$ cat src/rtl/peripheral_ahb4_pkg.sv
`default_nettype none
// ============================================================================
// Module      : peripheral_ahb4_pkg
// Description : Shared AHB4-Lite encodings, byte-lane helpers and the
//               interrupt-controller register map.
// Revision    : 1.0 - initial release
// ============================================================================
package peripheral_ahb4_pkg;

    localparam logic [1:0] HTRANS_IDLE   = 2'b00;
    localparam logic [1:0] HTRANS_BUSY   = 2'b01;
    localparam logic [1:0] HTRANS_NONSEQ = 2'b10;
    localparam logic [1:0] HTRANS_SEQ    = 2'b11;

    localparam logic [2:0] HSIZE_BYTE  = 3'b000;
    localparam logic [2:0] HSIZE_HWORD = 3'b001;
    localparam logic [2:0] HSIZE_WORD  = 3'b010;

    localparam logic HRESP_OKAY  = 1'b0;
    localparam logic HRESP_ERROR = 1'b1;

    // Interrupt-controller registers, encoded as word index HADDR[4:2]
    typedef enum logic [2:0] {
        INTC_CONFIG    = 3'd0,
        INTC_IENABLE   = 3'd1,
        INTC_IPENDING  = 3'd2,
        INTC_CLAIM     = 3'd3,
        INTC_INSERVICE = 3'd4
    } intc_reg_e;

    localparam int INTC_ID_W = 5;

    function automatic logic [3:0] ahb_byte_en(input logic [2:0] hsize,
                                               input logic [1:0] addr);
        logic [3:0] be;
        case (hsize)
            HSIZE_BYTE:  be = 4'b0001 << addr;
            HSIZE_HWORD: be = addr[1] ? 4'b1100 : 4'b0011;
            default:     be = 4'b1111;
        endcase
        return be;
    endfunction

    function automatic logic [31:0] ahb_be_mask(input logic [3:0] be);
        return {{8{be[3]}}, {8{be[2]}}, {8{be[1]}}, {8{be[0]}}};
    endfunction

endpackage
`default_nettype wire

$ cat src/rtl/peripheral_intc_ahb4_if.sv
`default_nettype none
// ============================================================================
// Module      : peripheral_intc_ahb4_if
// Description : AHB4-Lite slave bus bundle for the interrupt controller.
// Revision    : 1.0 - initial release
// ============================================================================
interface peripheral_intc_ahb4_if #(
    parameter int HADDR_SIZE = 32,
    parameter int HDATA_SIZE = 32
);
    logic                  HSEL;
    logic [HADDR_SIZE-1:0] HADDR;
    logic [HDATA_SIZE-1:0] HWDATA;
    logic [HDATA_SIZE-1:0] HRDATA;
    logic                  HWRITE;
    logic [2:0]            HSIZE;
    logic [2:0]            HBURST;
    logic [3:0]            HPROT;
    logic [1:0]            HTRANS;
    logic                  HREADYOUT;
    logic                  HREADY;
    logic                  HRESP;

    modport master (
        output HSEL, HADDR, HWDATA, HWRITE, HSIZE, HBURST, HPROT, HTRANS, HREADY,
        input  HRDATA, HREADYOUT, HRESP
    );

    modport slave (
        input  HSEL, HADDR, HWDATA, HWRITE, HSIZE, HBURST, HPROT, HTRANS, HREADY,
        output HRDATA, HREADYOUT, HRESP
    );
endinterface
`default_nettype wire

$ cat src/rtl/peripheral_intc_prio_enc.sv
`default_nettype none
// ============================================================================
// Module      : peripheral_intc_prio_enc
// Description : Lowest-index-first priority encoder; o_id = index+1, 0 = none.
// Revision    : 1.0 - initial release
// ============================================================================
module peripheral_intc_prio_enc
    import peripheral_ahb4_pkg::*;
#(
    parameter int SOURCES = 8
) (
    input  wire logic [SOURCES-1:0]   i_req,
    output logic      [INTC_ID_W-1:0] o_id
);

    // Scan downward so the lowest set index is the last one written
    always_comb begin
        o_id = '0;
        for (int i = SOURCES - 1; i >= 0; i--) begin
            if (i_req[i]) begin
                o_id = INTC_ID_W'(i + 1);
            end
        end
    end

endmodule
`default_nettype wire

$ cat src/rtl/peripheral_intc_ahb4.sv
`default_nettype none
// ============================================================================
// Module      : peripheral_intc_ahb4
// Description : Zero-wait AHB4-Lite interrupt controller with claim/complete.
// Revision    : 1.0 - initial release
// ============================================================================
module peripheral_intc_ahb4
    import peripheral_ahb4_pkg::*;
#(
    parameter int HADDR_SIZE = 32,
    parameter int HDATA_SIZE = 32,
    parameter int SOURCES    = 8
) (
    input  wire logic               HCLK,
    input  wire logic               HRESETn,
    peripheral_intc_ahb4_if.slave   ahb,
    input  wire logic [SOURCES-1:0] src,
    output logic                    irq
);

    logic                  w_valid;
    logic                  w_rd_claim;
    logic [HDATA_SIZE-1:0] w_rdata;
    logic [HDATA_SIZE-1:0] w_wmask;
    logic [HDATA_SIZE-1:0] w_wdata;
    logic                  w_wr_config;
    logic                  w_wr_ienable;
    logic                  w_wr_ipending;
    logic                  w_wr_claim;
    logic [SOURCES-1:0]    w_eligible;
    logic [SOURCES-1:0]    w_set;
    logic [SOURCES-1:0]    w_claim_oh;
    logic [SOURCES-1:0]    w_cmpl_oh;
    logic [SOURCES-1:0]    w_w1c;
    logic [INTC_ID_W-1:0]  w_id;
    logic                  w_unused;

    logic                  r_we;
    logic [2:0]            r_addr;
    logic [3:0]            r_be;
    logic [HDATA_SIZE-1:0] r_hrdata;
    logic [SOURCES-1:0]    r_config;
    logic [SOURCES-1:0]    r_ienable;
    logic [SOURCES-1:0]    r_pending;
    logic [SOURCES-1:0]    r_inservice;
    logic [SOURCES-1:0]    r_src_d;
    logic                  r_irq;

    assign ahb.HREADYOUT = 1'b1;
    assign ahb.HRESP     = HRESP_OKAY;
    assign ahb.HRDATA    = r_hrdata;
    assign irq           = r_irq;

    assign w_unused = ^{ahb.HBURST, ahb.HPROT, ahb.HADDR[HADDR_SIZE-1:5]};

    assign w_valid = ahb.HREADY & ahb.HSEL &
                     ((ahb.HTRANS == HTRANS_NONSEQ) | (ahb.HTRANS == HTRANS_SEQ));

    // Data-phase write path, lanes limited by the captured byte enables
    assign w_wmask       = ahb_be_mask(r_be);
    assign w_wdata       = ahb.HWDATA & w_wmask;
    assign w_wr_config   = r_we & (r_addr == INTC_CONFIG);
    assign w_wr_ienable  = r_we & (r_addr == INTC_IENABLE);
    assign w_wr_ipending = r_we & (r_addr == INTC_IPENDING);
    assign w_wr_claim    = r_we & (r_addr == INTC_CLAIM);
    assign w_w1c         = w_wr_ipending ? w_wdata[SOURCES-1:0] : '0;

    assign w_eligible = r_pending & r_ienable & ~r_inservice;

    peripheral_intc_prio_enc #(
        .SOURCES (SOURCES)
    ) u_prio_enc (
        .i_req (w_eligible),
        .o_id  (w_id)
    );

    assign w_rd_claim = w_valid & ~ahb.HWRITE & (ahb.HADDR[4:2] == INTC_CLAIM) &
                        (w_id != '0);

    generate
        for (genvar g = 0; g < SOURCES; g++) begin : g_src
            assign w_set[g]      = r_config[g] ? (src[g] & ~r_src_d[g]) : src[g];
            assign w_claim_oh[g] = w_rd_claim & (w_id == INTC_ID_W'(g + 1));
            assign w_cmpl_oh[g]  = w_wr_claim & r_inservice[g] &
                                   (w_wdata == HDATA_SIZE'(g + 1));
        end
    endgenerate

    always_comb begin
        w_rdata = '0;
        case (ahb.HADDR[4:2])
            INTC_CONFIG:    w_rdata = HDATA_SIZE'(r_config);
            INTC_IENABLE:   w_rdata = HDATA_SIZE'(r_ienable);
            INTC_IPENDING:  w_rdata = HDATA_SIZE'(r_pending);
            INTC_CLAIM:     w_rdata = HDATA_SIZE'(w_id);
            INTC_INSERVICE: w_rdata = HDATA_SIZE'(r_inservice);
            default:        w_rdata = '0;
        endcase
    end

    always_ff @(posedge HCLK) begin
        if (!HRESETn) begin
            r_we        <= 1'b0;
            r_addr      <= '0;
            r_be        <= '0;
            r_hrdata    <= '0;
            r_config    <= '0;
            r_ienable   <= '0;
            r_pending   <= '0;
            r_inservice <= '0;
            r_src_d     <= '0;
            r_irq       <= 1'b0;
        end else begin
            r_we    <= w_valid & ahb.HWRITE;
            r_src_d <= src;
            r_irq   <= |w_eligible;
            if (w_valid) begin
                r_addr <= ahb.HADDR[4:2];
                r_be   <= ahb_byte_en(ahb.HSIZE, ahb.HADDR[1:0]);
            end
            if (w_valid & ~ahb.HWRITE) begin
                r_hrdata <= w_rdata;
            end
            if (w_wr_config) begin
                r_config <= (r_config & ~w_wmask[SOURCES-1:0]) | w_wdata[SOURCES-1:0];
            end
            if (w_wr_ienable) begin
                r_ienable <= (r_ienable & ~w_wmask[SOURCES-1:0]) | w_wdata[SOURCES-1:0];
            end
            // A new request in the same cycle beats any clear of that bit
            r_pending   <= (r_pending & ~(w_claim_oh | w_w1c)) | w_set;
            r_inservice <= (r_inservice & ~w_cmpl_oh) | w_claim_oh;
        end
    end

endmodule
`default_nettype wire

$ cat src/flat_wrapper.sv
// flat-port wrapper written by rule: the top's interface ports become plain ports
module peripheral_intc_ahb4_flat import peripheral_ahb4_pkg::*;
#(
    parameter int HADDR_SIZE = 32,
    parameter int HDATA_SIZE = 32,
    parameter int SOURCES    = 8
)
  (HCLK, HRESETn, src, irq, ahb_HSEL, ahb_HADDR, ahb_HWDATA, ahb_HWRITE, ahb_HSIZE, ahb_HBURST, ahb_HPROT, ahb_HTRANS, ahb_HREADY, ahb_HRDATA, ahb_HREADYOUT, ahb_HRESP);
  peripheral_intc_ahb4_if #(.HADDR_SIZE(HADDR_SIZE), .HDATA_SIZE(HDATA_SIZE)) ahb_i ();
  input  wire logic HCLK;
  input  wire logic HRESETn;
  input  wire logic [SOURCES-1:0] src;
  output logic irq;
  input wire logic [$bits(ahb_i.HSEL)-1:0] ahb_HSEL;
  input wire logic [$bits(ahb_i.HADDR)-1:0] ahb_HADDR;
  input wire logic [$bits(ahb_i.HWDATA)-1:0] ahb_HWDATA;
  input wire logic [$bits(ahb_i.HWRITE)-1:0] ahb_HWRITE;
  input wire logic [$bits(ahb_i.HSIZE)-1:0] ahb_HSIZE;
  input wire logic [$bits(ahb_i.HBURST)-1:0] ahb_HBURST;
  input wire logic [$bits(ahb_i.HPROT)-1:0] ahb_HPROT;
  input wire logic [$bits(ahb_i.HTRANS)-1:0] ahb_HTRANS;
  input wire logic [$bits(ahb_i.HREADY)-1:0] ahb_HREADY;
  output wire logic [$bits(ahb_i.HRDATA)-1:0] ahb_HRDATA;
  output wire logic [$bits(ahb_i.HREADYOUT)-1:0] ahb_HREADYOUT;
  output wire logic [$bits(ahb_i.HRESP)-1:0] ahb_HRESP;
  assign ahb_i.HSEL = ahb_HSEL;
  assign ahb_i.HADDR = ahb_HADDR;
  assign ahb_i.HWDATA = ahb_HWDATA;
  assign ahb_i.HWRITE = ahb_HWRITE;
  assign ahb_i.HSIZE = ahb_HSIZE;
  assign ahb_i.HBURST = ahb_HBURST;
  assign ahb_i.HPROT = ahb_HPROT;
  assign ahb_i.HTRANS = ahb_HTRANS;
  assign ahb_i.HREADY = ahb_HREADY;
  assign ahb_HRDATA = ahb_i.HRDATA;
  assign ahb_HREADYOUT = ahb_i.HREADYOUT;
  assign ahb_HRESP = ahb_i.HRESP;
  peripheral_intc_ahb4 #(.HADDR_SIZE(HADDR_SIZE), .HDATA_SIZE(HDATA_SIZE), .SOURCES(SOURCES)) u_core (.HCLK(HCLK), .HRESETn(HRESETn), .ahb(ahb_i), .src(src), .irq(irq));
endmodule
$ cat config.mk
export PLATFORM = sky130hd
export DESIGN_NAME = peripheral_intc_ahb4_flat
export DESIGN_NICKNAME = d
export VERILOG_FILES = /design/src/rtl/peripheral_ahb4_pkg.sv /design/src/rtl/peripheral_intc_ahb4_if.sv /design/src/rtl/peripheral_intc_prio_enc.sv /design/src/rtl/peripheral_intc_ahb4.sv /design/src/flat_wrapper.sv
export SDC_FILE = /design/constraint.sdc
export NUM_CORES = 1
export LEC_CHECK = 0
export ABC_AREA = 1
export CAP_MARGIN = 40
export CORE_UTILIZATION = 43
export DETAILED_ROUTE_END_ITERATION = 8
export PLACE_DENSITY = 0.91
export SYNTH_ARGS = -nofsm -noshare
export SYNTH_HDL_FRONTEND = slang
export SYNTH_SLANG_ARGS = --single-unit
$ cat constraint.sdc
create_clock -name HCLK -period 2 [get_ports HCLK]
set_clock_uncertainty 0.2 [all_clocks]
set_input_delay 0.4 -clock HCLK [delete_from_list [all_inputs] [get_ports HCLK]]
set_output_delay 0.4 -clock HCLK [all_outputs]
set_load 0.02 [all_outputs]
# --- Word-level counts from Yosys, hierarchy flattened ---
# Index checks and enable logic that the tools add are counted.
# Widths: inputs -> output; s select.
op_classes:
  n_eq_ne: 26
  shifts: 1
  n_reduce_logical: 5
  mux: 20
  n_bitwise: 68
op_table:
  columns: ["op", "n"]
  rows:
  - ["$eq 32x3->1 const B", 4]
  - ["$eq 32x2->1 const B", 2]
  - ["$and 8x8->8", 6]
  - ["$and 1x1->1", 42]
  - ["$or 8x8->8", 5]
  - ["$pmux 8 s5", 1]
  - ["$mux 5", 7]
  - ["$and 32x32->32", 1]
  - ["$eq 32x1->1 const B", 1]
  - ["$eq 32x4->1 const B", 1]
  - ["$not 8->8", 4]
  - ["$eq 5x3->1 const B", 4]
  - ["$eq 3x2->1 const B", 4]
  - ["$eq 5x2->1 const B", 2]
  - ["$eq 3x1->1 const B", 3]
  - ["$logic_not 3->1", 3]
  - ["$not 1->1", 9]
  - ["$mux 1", 8]
  - ["$mux 4", 2]
  - ["$mux 8", 1]
  - ["$pmux 4 s2", 1]
  - ["$reduce_or 8->1", 1]
  - ["$eq 5x1->1 const B", 1]
  - ["$eq 5x4->1 const B", 1]
  - ["other kinds (5)", 6]
word_totals:
  word_cells: 130
  ff_bits: 81
  out_inout_bits: 35
  in_bits: 89

# --- Depth between registers and ports, before layout ---
# Gate-level depths: netlist of the first run.
logic_depth:
  ltp_word: 17
  mapped_depth: 12
  ltp_nobuf: 12

# --- Modules after synthesis ---
# From an unflattened synthesis of the first run, not the netlist that was laid out.
hier_totals:
  cells_unflattened: 511
  hier_area_um2: 3188.1
by_module_without_submodules:
  columns: ["mod", "n_inst", "area_each_um2", "cells_each"]
  rows:
  - ["peripheral_intc_ahb4", 1, 3096.7, 490]
  - ["peripheral_intc_prio_enc", 1, 91.3, 21]

# --- Least setup slack after synthesis of the first run ---
# No wires, ideal clock.
synth_timing:
  path_kind: "input-to-reg"
  from: "input port ahb_HWDATA[14]"
  to: "register u_core.r_inservice[3]"
  stages: 7
  required_ns: 1.668
  n_path_buf: 0
  arrival_ns: 1.217
  setup_slack_ns: 0.450
  setup_ns: 0.132
  cell_sequence: "nor2_1 nand2_1 o21ai_1 and3_1 nand3_1 nand2_1 a21oi_1"
synth_via:
  elab_chain_cells: 6
synth_lines:
  columns: ["element", "line", "rtl"]
  rows:
  - ["from (decl)", "flat_wrapper.sv:16", "input wire logic [$bits(ahb_i.HWDATA)-1:0] ahb_HWDATA;"]
  - ["$and 32x32->32", "peripheral_intc_ahb4.sv:61", "assign w_wdata = ahb.HWDATA & w_wmask;"]
  - ["$eq 32x3->1", "peripheral_intc_ahb4.sv:85", "(w_wdata == HDATA_SIZE'(g + 1));"]
  - ["$and 1x1->1", "peripheral_intc_ahb4.sv:84", "assign w_cmpl_oh[g] = w_wr_claim & r_inservice[g] &"]
  - ["$not 8->8", "peripheral_intc_ahb4.sv:132", "r_inservice <= (r_inservice & ~w_cmpl_oh) | w_claim_oh;"]
  - ["$and 8x8->8", "peripheral_intc_ahb4.sv:132", null]
  - ["$or 8x8->8", "peripheral_intc_ahb4.sv:132", null]
  - ["to (signal assigned)", "peripheral_intc_ahb4.sv:132", null]
  - ["to (decl)", "peripheral_intc_ahb4.sv:45", "logic [SOURCES-1:0] r_inservice;"]
# No other way between the ends.
# A chain may end at the register's enable or synchronous reset.

# --- Worst setup path in the final report of the first run ---
layout_timing:
  from: "register u_core.r_hrdata[0] (netlist: u_core.ahb.HRDATA[0])"
  to: "output port ahb_HRDATA[0]"
layout_lines:
  columns: ["element", "line", "rtl"]
  rows:
  - ["from (decl)", "peripheral_intc_ahb4.sv:41", "logic [HDATA_SIZE-1:0] r_hrdata;"]
  - ["from (signal assigned)", "peripheral_intc_ahb4.sv:122", "r_hrdata <= w_rdata;"]
  - ["to (decl)", "flat_wrapper.sv:23", "output wire logic [$bits(ahb_i.HRDATA)-1:0] ahb_HRDATA;"]
# No word-level cell between the ends.

==> reports/metrics.cfg, run 1 <==
[layout]
fillers=621
finalNetCount=622
area_growth_pct=32.1
fin_util_pct=58.5
layoutNonFillerInstCount=634
diodes=0
final_layout_size_suffix_gt1_share_pct=9.85

[floorplanning]
die_h_um=85.7
core_mm2=0.00679
io_pins=124
die-area_mm2=0.00734
rows=30
die_w_um=85.7
start_util_pct=44.3

[pwr]
ir_worst_vdd_mv=0.581
internal-power_mw=1.93
power_frac_seq_pct=45.7
power_density_mw_per_mm2=656
p_comb_share_pct=13.1
power_leakage_nw=1.70
p_sw_share_pct=26.0
p_sw_uw=677
clkPwrFrac_pct=41.1

[timing]
post-route-min-period_ns=1.88
setup_viol=0
tightestPinTransition_ns=0.581
fmax_ghz=0.533
period_share_pct=93.9
drv_slew=0
slew_headroom_pct=61.2
hold_viol=0
rsz0062_at_grt=no

[logic_synthesis]
synth.area.top_cells=dfxtp_1 (38%), nand2_1 (14%), o21ai_0 (7.0%)
synth_fa_ha_area_share_pct=0
synth.avg_cell_area_um2=6.72
synth_top_area_share_pct=37.9
synth_edf_count=0
netlist-cell-type-count=28
synth_simple_gate_area_share_pct=30.8
synth_top_family_by_area=simple AND/OR/NAND/NOR gates
synth_xor_area_share_pct=0
ys.flop_type=dfxtp_1
ys_warn_count=0
synth_area_mm2=0.00301
seq_area_frac_synth_pct=37.9
yosysMostFrequentCell=nand2_1
synth_seq_cells=57
async_flop_share_pct=0
synth_top_cell_by_area=dfxtp_1
synth_common_cells=nand2_1 (109), dfxtp_1 (57), inv_1 (50)
synth_mux_area_share_pct=0
synthCells=448
synth_compound_area_share_pct=16.7

[worst_setup_path]
worstPathRequired_ns=1.40
startpoint_type=register
worst_path_largest_cell_delay_ns=0.60
cp-end-kind=primary output
arrival_ns=1.28
critPathKind=reg2out
critPathMaxFanout=2
critical_path.top_delay_family=buffers and inverters
slowest_stage=clkdlybuf4s50_1
crit_chain=clkdlybuf4s50_1
path_buf_inv=1

[global_route]
grt_first_pass_wirelength_um=14200
grt-ovfl-total=0
grt_max_degree=35
grt_pass1_vias=3040
grt_use_total_pct=25.2
antenna_found_initial=0

[outcome]
status=complete, no violations

[route]
avgRoutedWirePerCell_um=13.7
routed_via_density=5.18
ant_nets=0
drt_iter0_drc=318
drt_first_pass_iters=5
drcViolationCount=0
drt-total-wl_um=8690
dr_total_vias=3286

[cts]
cts_max_level=3
cts.sink_count=57
cts_tree=done
postCtsSetupRepairBufs=0
clock_latency_ns=0.35
cts_made_buffers=9
clk_pin_slew_ns=0.07
ctsHoldBuffers=0
clk_path_buf_depth=2
cts_resized=0
root_buffer=clkbuf_8

[placement]
dp_hpwl_um=6610
portBuffers=62
place_congestion=0.918
dpl.cell_count=618

[flow_run]
cap_violations=0

[worst_hold_path]
hp-class=reg2reg

cell type report:
type | count | area (um^2) | share of cell area, %
clock buffer | 11 | 141 | 3.56
clock inverter | 5 | 55.1 | 1.38
inverter | 53 | 199 | 5.00
multi-input combinational | 327 | 1530 | 38.4
sequential | 57 | 1140 | 28.7
tap | 96 | 120 | 3.02
timing repair buffer | 85 | 793 | 19.9
power by group through the flow:
stage / clock network, mW / logic [mW] / registers [mW]
2_1_floorplan: 0 / 0.193 / 1.21
3_3_place_gp: 0 / 0.327 / 1.21
3_5_place_dp: 0 / 0.336 / 1.22
4_1_cts: 1.08 / 0.338 / 1.19
5_1_grt: 1.13 / 0.370 / 1.19
6_report: 1.07 / 0.343 / 1.19
per-layer routing:
metal / track usage (%) / vias up / routed length (um)
li1: - / 1580 / -
met1: 29.8 / 1511 / 3630
met2: 42.0 / 164 / 4110
met3: 7.31 / 31 / 667
met4: 12.0 / 0 / 288
met5: 0 / - / 0
kinds of logic (layout without fill, tap and decap cells):
family | after synthesis | in the layout
simple gates | 210 | 210
buf+inv | 88 | 154
compound gates | 91 | 91
other cells | 2 | 26
flops | 57 | 57
metrics by stage:
| stage | TNS, ns | power [mW] | setup slack, ns | hold WS, ns | instance area [um^2] |
|---|---|---|---|---|---|
| 3_3_place_gp | -1.93 | 1.54 | -0.144 | 0.249 | 3780 |
| 3_5_place_dp | -2.63 | 1.55 | -0.180 | 0.256 | 3780 |
| 2_1_floorplan | 0 | 1.40 | 0.450 | 0.237 | 3100 |
| 4_1_cts | 0 | 2.61 | 0.111 | 0.265 | 3980 |
| 6_report | 0 | 2.61 | 0.123 | 0.262 | 3980 |
| 5_1_grt | 0 | 2.70 | 0.0338 | 0.275 | 3980 |
worst paths after layout:
kind / start / endpoint / slack, ns / cells after the start
setup reg to reg: u_core.r_inservice[5] / u_core.r_pending[2] / 0.18 / 8
setup / recovery: u_core.ahb.HRDATA[0] / ahb_HRDATA[0] / 0.12 / 1
hold reg to reg: u_core.ahb.HRDATA[1] / u_core.ahb.HRDATA[1] / 0.26 / 2
hold / removal: u_core.ahb.HRDATA[1] / u_core.ahb.HRDATA[1] / 0.26 / 2
placed cells by master, fill, tap and decap left out, types with 3 or more instances in the layout:
cell type        synthesis  layout
nand2_1                109     109
clkdlybuf4s50_1          0      62
dfxtp_1                 57      57
inv_1                   50      50
nor2_1                  43      43
o21ai_0                 42      42
nand3_1                 35      35
a21oi_1                 34      34
conb_1                   2      26
buf_4                   27      23
clkbuf_8                 0      10
nand4_1                  8       8
a221oi_1                 4       4
nor2_4                   3       3
inv_2                    3       3
nor3_1                   3       3
o22ai_1                  3       3
(Power assumes the default switching activity.)
==> run 2: changes to the inputs <==
==> constraint.sdc (replaced) <==
create_clock -name HCLK -period 2 [get_ports HCLK]
set_clock_uncertainty 0.2 [all_clocks]
set_input_delay 0.5 -clock HCLK [delete_from_list [all_inputs] [get_ports HCLK]]
set_output_delay 0.5 -clock HCLK [all_outputs]
set_load 0.02 [all_outputs]
==> reports/metrics.cfg, run 2 (synthesis gave the netlist of run 1 again) <==
[global_route]
grt-ovfl-total=0  ; unchanged
use_met1_pct=31.9  ; +2.1 points
grt_use_met3_pct=3.27  ; -4.0 points
grt_pass1_vias=3010  ; -0.99%
grt_max_degree=32  ; -8.6%
top_usage_layer=met2
use_met2_pct=42.3  ; +0.29 points
grt_use_total_pct=24.9  ; -0.25 points
antenna_found_initial=0  ; unchanged
grt_first_pass_wirelength_um=14200  ; -0.19%

[worst_hold_path]
hp-class=reg2reg
holdPathStages=2  ; unchanged

[pwr]
clkPwrFrac_pct=46.3  ; +5.2 points
p_sw_uw=683  ; +0.80%
ir_worst_vdd_mv=0.421  ; -28%
internal-power_mw=2.19  ; +13%
power_density_mw_per_mm2=703  ; +7.2%
p_comb_share_pct=12.1  ; -1.0 points
p_sw_share_pct=23.8  ; -2.2 points
power_frac_seq_pct=41.6  ; -4.1 points
power_leakage_nw=1.89  ; +11%
total_power_mw=2.87  ; +10%

[floorplanning]
die_h_um=85.7  ; unchanged
start_util_pct=44.3  ; unchanged
die_w_um=85.7  ; unchanged
die-area_mm2=0.00734  ; unchanged
core_mm2=0.00679  ; unchanged
io_pins=124  ; unchanged
rows=30  ; unchanged

[route]
routed_via_density=5.09  ; -1.7%
drcViolationCount=0  ; unchanged
ant_nets=0  ; unchanged
avgRoutedWirePerCell_um=13.6  ; -0.94%
drt_first_pass_iters=5  ; unchanged
drt_iter0_drc=284  ; -11%
dr_total_vias=3255  ; -0.94%
drt-total-wl_um=8680  ; -0.16%

[placement]
portBuffers=62  ; unchanged
dpl.cell_count=623  ; +0.81%
place_congestion=0.928  ; +1.2%
dp_hpwl_um=6510  ; -1.5%
pre_cts_ws_ns=-0.294  ; -0.114 ns

[worst_setup_path]
cp-end-kind=primary output
critPathKind=reg2out
worst_path_largest_cell_delay_ns=0.60  ; about the same
reg2reg_depth=8  ; unchanged
worstPathRequired_ns=1.30  ; -0.10 ns
worst-path-stages=1  ; unchanged
startpoint_type=register
arrival_ns=1.26  ; -0.02 ns
path_buf_inv=1  ; unchanged
slowest_stage=clkdlybuf4s50_1
crit_chain=clkdlybuf4s50_1
critPathMaxFanout=2  ; unchanged
rrSetupSlack_ns=0.20  ; +0.02 ns
critical_path.top_delay_family=buffers and inverters

[timing]
fmax_ghz=0.511  ; -4.1%
period_share_pct=97.9  ; +4.0 points
rsz0062_at_grt=no
hold_viol=0  ; unchanged
drv_slew=0  ; unchanged
post-route-min-period_ns=1.96  ; +0.0805 ns
setup_viol=0  ; unchanged
setup_tns_ns=0  ; unchanged
finalWorstSetupSlack_ns=0.0421  ; -0.0805 ns

[cts]
clock_latency_ns=0.34  ; about the same
ctsHoldBuffers=0  ; unchanged
clk_pin_slew_ns=0.06  ; about the same
cts_max_level=3  ; unchanged
clk_path_buf_depth=2  ; unchanged
cts_made_buffers=9  ; unchanged
cts.sink_count=57  ; unchanged
postCtsSetupRepairBufs=0  ; unchanged
cts_tree=done
root_buffer=clkbuf_8

[outcome]
status=complete, no violations

[layout]
diodes=0  ; unchanged
area_growth_pct=35.6
final_layout_size_suffix_gt1_share_pct=11.0  ; +1.2 points
final_common_cell=nand2_1
finalNetCount=627  ; +0.80%
layoutNonFillerInstCount=639  ; +0.79%
mostFrequentLayoutCells=nand2_1 (109), dfxtp_1 (57), clkdlybuf4s50_1 (54)

[flow_run]
cap_violations=0  ; unchanged

run 2: routing by layer:
layer | part of all wire (%) | routed length [um]
met1 | 43 | 3760
met4 | 1.9 | 162
met5 | 0 | 0
met3 | 6.3 | 551
met2 | 48 | 4200
run 2: layout make-up:
| type | count | area [um^2] |
|---|---|---|
| clock buffer | 10 | 138 |
| clock inverter | 6 | 105 |
| fill | 617 | 2710 |
| inverter | 53 | 199 |
| multi-input combinational | 327 | 1530 |
| sequential | 57 | 1140 |
| tap | 96 | 120 |
| timing repair buffer | 90 | 851 |
run 2: power by group through the flow:
stage	logic (mW)	registers [mW]	clock network, mW
after floorplan	0.193	1.21	0
after global placement	0.332	1.21	0
after detailed placement	0.342	1.22	0
after CTS	0.344	1.19	1.33
after global routing	0.379	1.20	1.39
final	0.348	1.19	1.33
run 2: worst min-delay path: stages (launching register included):
cell and delay (ns):
dfxtp_1 0.31, nand2_1 0.06, a21oi_1 0.05
run 2: worst paths after layout:
| path | from | end |
|---|---|---|
| worst max-delay path | u_core.ahb.HRDATA[1] | ahb_HRDATA[1] |
| worst min-delay path | u_core.ahb.HRDATA[3] | u_core.ahb.HRDATA[3] |
| worst max register to register | u_core.r_be[0] | u_core.r_inservice[6] |
| worst min register to register | u_core.ahb.HRDATA[3] | u_core.ahb.HRDATA[3] |
run 2: metrics by stage:
| stage | area [um^2] | hold slack [ns] | util [%] |
|---|---|---|---|
| 6_report | 4080 | 0.261 | 60.1 |
| 5_1_grt | 4080 | 0.273 | 60.1 |
| 4_1_cts | 4060 | 0.267 | 59.8 |
| 3_5_place_dp | 3820 | 0.257 | 56.2 |
| 3_3_place_gp | 3820 | 0.248 | 56.2 |
| 2_1_floorplan | 3100 | 0.237 | - |
run 2: repair_timing:
action / CTS / global route
setup endpoints to repair: 0 / 15
gates resized for setup: 0 / 9
endpoints found under the hold margin: 0 / 0
==> patch, RTL diff (settings of run 2) <==
Set the package constant `INTC_ID_W` to 10 (it was 5).
--- a/src/rtl/peripheral_ahb4_pkg.sv
+++ b/src/rtl/peripheral_ahb4_pkg.sv
@@ -28,7 +28,7 @@
         INTC_INSERVICE = 3'd4
     } intc_reg_e;
 
-    localparam int INTC_ID_W = 5;
+    localparam int INTC_ID_W = 10;
 
     function automatic logic [3:0] ahb_byte_en(input logic [2:0] hsize,
                                                input logic [1:0] addr);
Check against the original RTL: equivalent (Yosys induction, for registers that start in step).
==> patch against run 2 <==
- critical path depth increased by 7
- cell count increased by 1.3%
- sequential share of layout area decreased by 0.69 points
- die area increased by 2.3%
- total power decreased by 13%
- sequential cell count unchanged
- cell area increased by 2.6%
- synthesized area increased by 2.4%
- setup slack improved by 58 ps
- wire length increased by 0.78%
- critical path type is now input port to register
- critical endpoint is now u_core.r_inservice[0]
- largest power group is now sequential cells
- highest routed layer unchanged
==> patch: results (changes against run 2) <==
- Worst slack, placed: -316 ps (-21.6 ps)
- Synth warn: 0 (unchanged)
- Layout cells sized above 1: 16.5% (+5.5 points)
- Vias in the first global route: 3075 (+2.2%)
- XOR/XNOR Fraction of Synth Area: 0% (unchanged)
- Reg2reg start: u_core.r_inservice[5]
- Largest net degree at the start of global routing: 35 (+9.4%)
- Largest cells by area after synthesis: dfxtp_1 37%, nand2_1 12%, o21ai_0 8.0%, inv_1 7.1%, buf_4 6.3%
- P_int: 1.79 mW (-18%)
- Netlist cell types: 34 (+21%)
- Final net count: 635 (+1.3%)
- Complex-gate fraction of the synthesized area: 18.6% (+1.9 points)
- Worst hold start: u_core.ahb.HRDATA[6]
- Synth top cells by count: 96 x nand2_1, 58 x inv_1, 57 x dfxtp_1
- Pre-antenna DRT Iters: 6 (+1)
- First-pass GRT wire length: 14.3 mm (+0.73%)
- Leak pwr: 1.92 nW (+1.1%)
- Max FO, Critical Path: 4 (+2)
- Status: complete, no violations
- Sequential area share after synthesis: 37.0% (-0.89 points)
- Final WL: 8.75 mm (+0.78%)
- Routability Congestion: 0.948 (+2.1%)
- Crit path DAT: 1940 ps (+680 ps)
- DP HPWL: 6.86 mm (+5.3%)
- Max IR drop VDD: 0.000467 V (+11%)
- Setup crit start: ahb_HWDATA[0]
- Max stage delay on crit path: 550 ps (-50 ps)
- Tot GR Track Use: 25.3% (+0.38 points)
- Number of fill cells: 585 (-5.2%)
[patch: changes by cell type after synthesis, moves of 3 or more]
cell	delta
nand2_4	+3
nor3_1	+4
nor2_1	-6
nand4_1	-4
o211ai_1	+5
o21ai_0	+7
nand3_1	-12
nand2_1	-13
inv_1	+8
a21oi_1	-3
[patch: worst paths after layout]
| kind | to | slack (ps) | cells after the start |
|---|---|---|---|
| worst min-delay path | u_core.ahb.HRDATA[6] | 260 | 2 |
| worst max-delay path | u_core.r_inservice[0] | 100 | 8 |
| worst max register to register | u_core.r_pending[1] | 210 | 9 |
| worst min register to register | u_core.ahb.HRDATA[6] | 260 | 2 |
[patch: worst max-delay path, delay by kind of cell]
kind            cells  cell delay [ps]
simple gates        6              730
compound gates      1              160
buf+inv             1              550
[patch: through the flow]
step                power, mW  utilization (%)  std cells  hold slack [ps]  instance area [µm²]
floorplan                1.41                -        470              237                 3170
CTS                      2.50             60.2        647              264                 4130
finish                   2.49             61.0        647              261                 4190
global placement         1.56             57.7        631              247                 3970
global route             2.61             61.0        647              278                 4190
detailed placement       1.57             57.7        631              253                 3970
[patch: routing by layer]
| layer | global-route usage (%) | part of all wire, % |
|---|---|---|
| met1 | 31.1 | 40 |
| met2 | 41.8 | 48 |
| met3 | 5.52 | 8.8 |
| met4 | 12.7 | 3.3 |
| met5 | 0 | 0 |
[patch: final cells by class]
type	instances	share of cell area [%]
Clock buffer	9	2.96
Sequential cell	57	27.3
Tap cell	96	2.87
Clock inverter	7	1.11
Inverter	61	5.47
Timing Repair Buffer	101	22.3
Multi-Input combinational cell	316	38.0
[patch: power by group through the flow]
stage / Sequential [mW] / Clock, mW / Combinational (mW)
4_1_cts: 1.19 / 0.952 / 0.354
3_3_place_gp: 1.22 / 0 / 0.345
6_report: 1.19 / 0.937 / 0.362
3_5_place_dp: 1.22 / 0 / 0.353
2_1_floorplan: 1.21 / 0 / 0.196
5_1_grt: 1.20 / 1.02 / 0.394
[patch: cell families (layout without fill, tap and decap cells)]
group | count (synthesis) | in the layout
DFF | 57 | 57
other | 2 | 26
buffers and inverters | 97 | 178
and+or+nand+nor | 187 | 187
AOI/OAI and AO/OA | 103 | 103
[patch: timing repair]
item	4_1_cts	5_1_grt
resized for setup	2	23
cloned	0	0
pin swaps	0	0
endpoints found under the setup margin	2	28
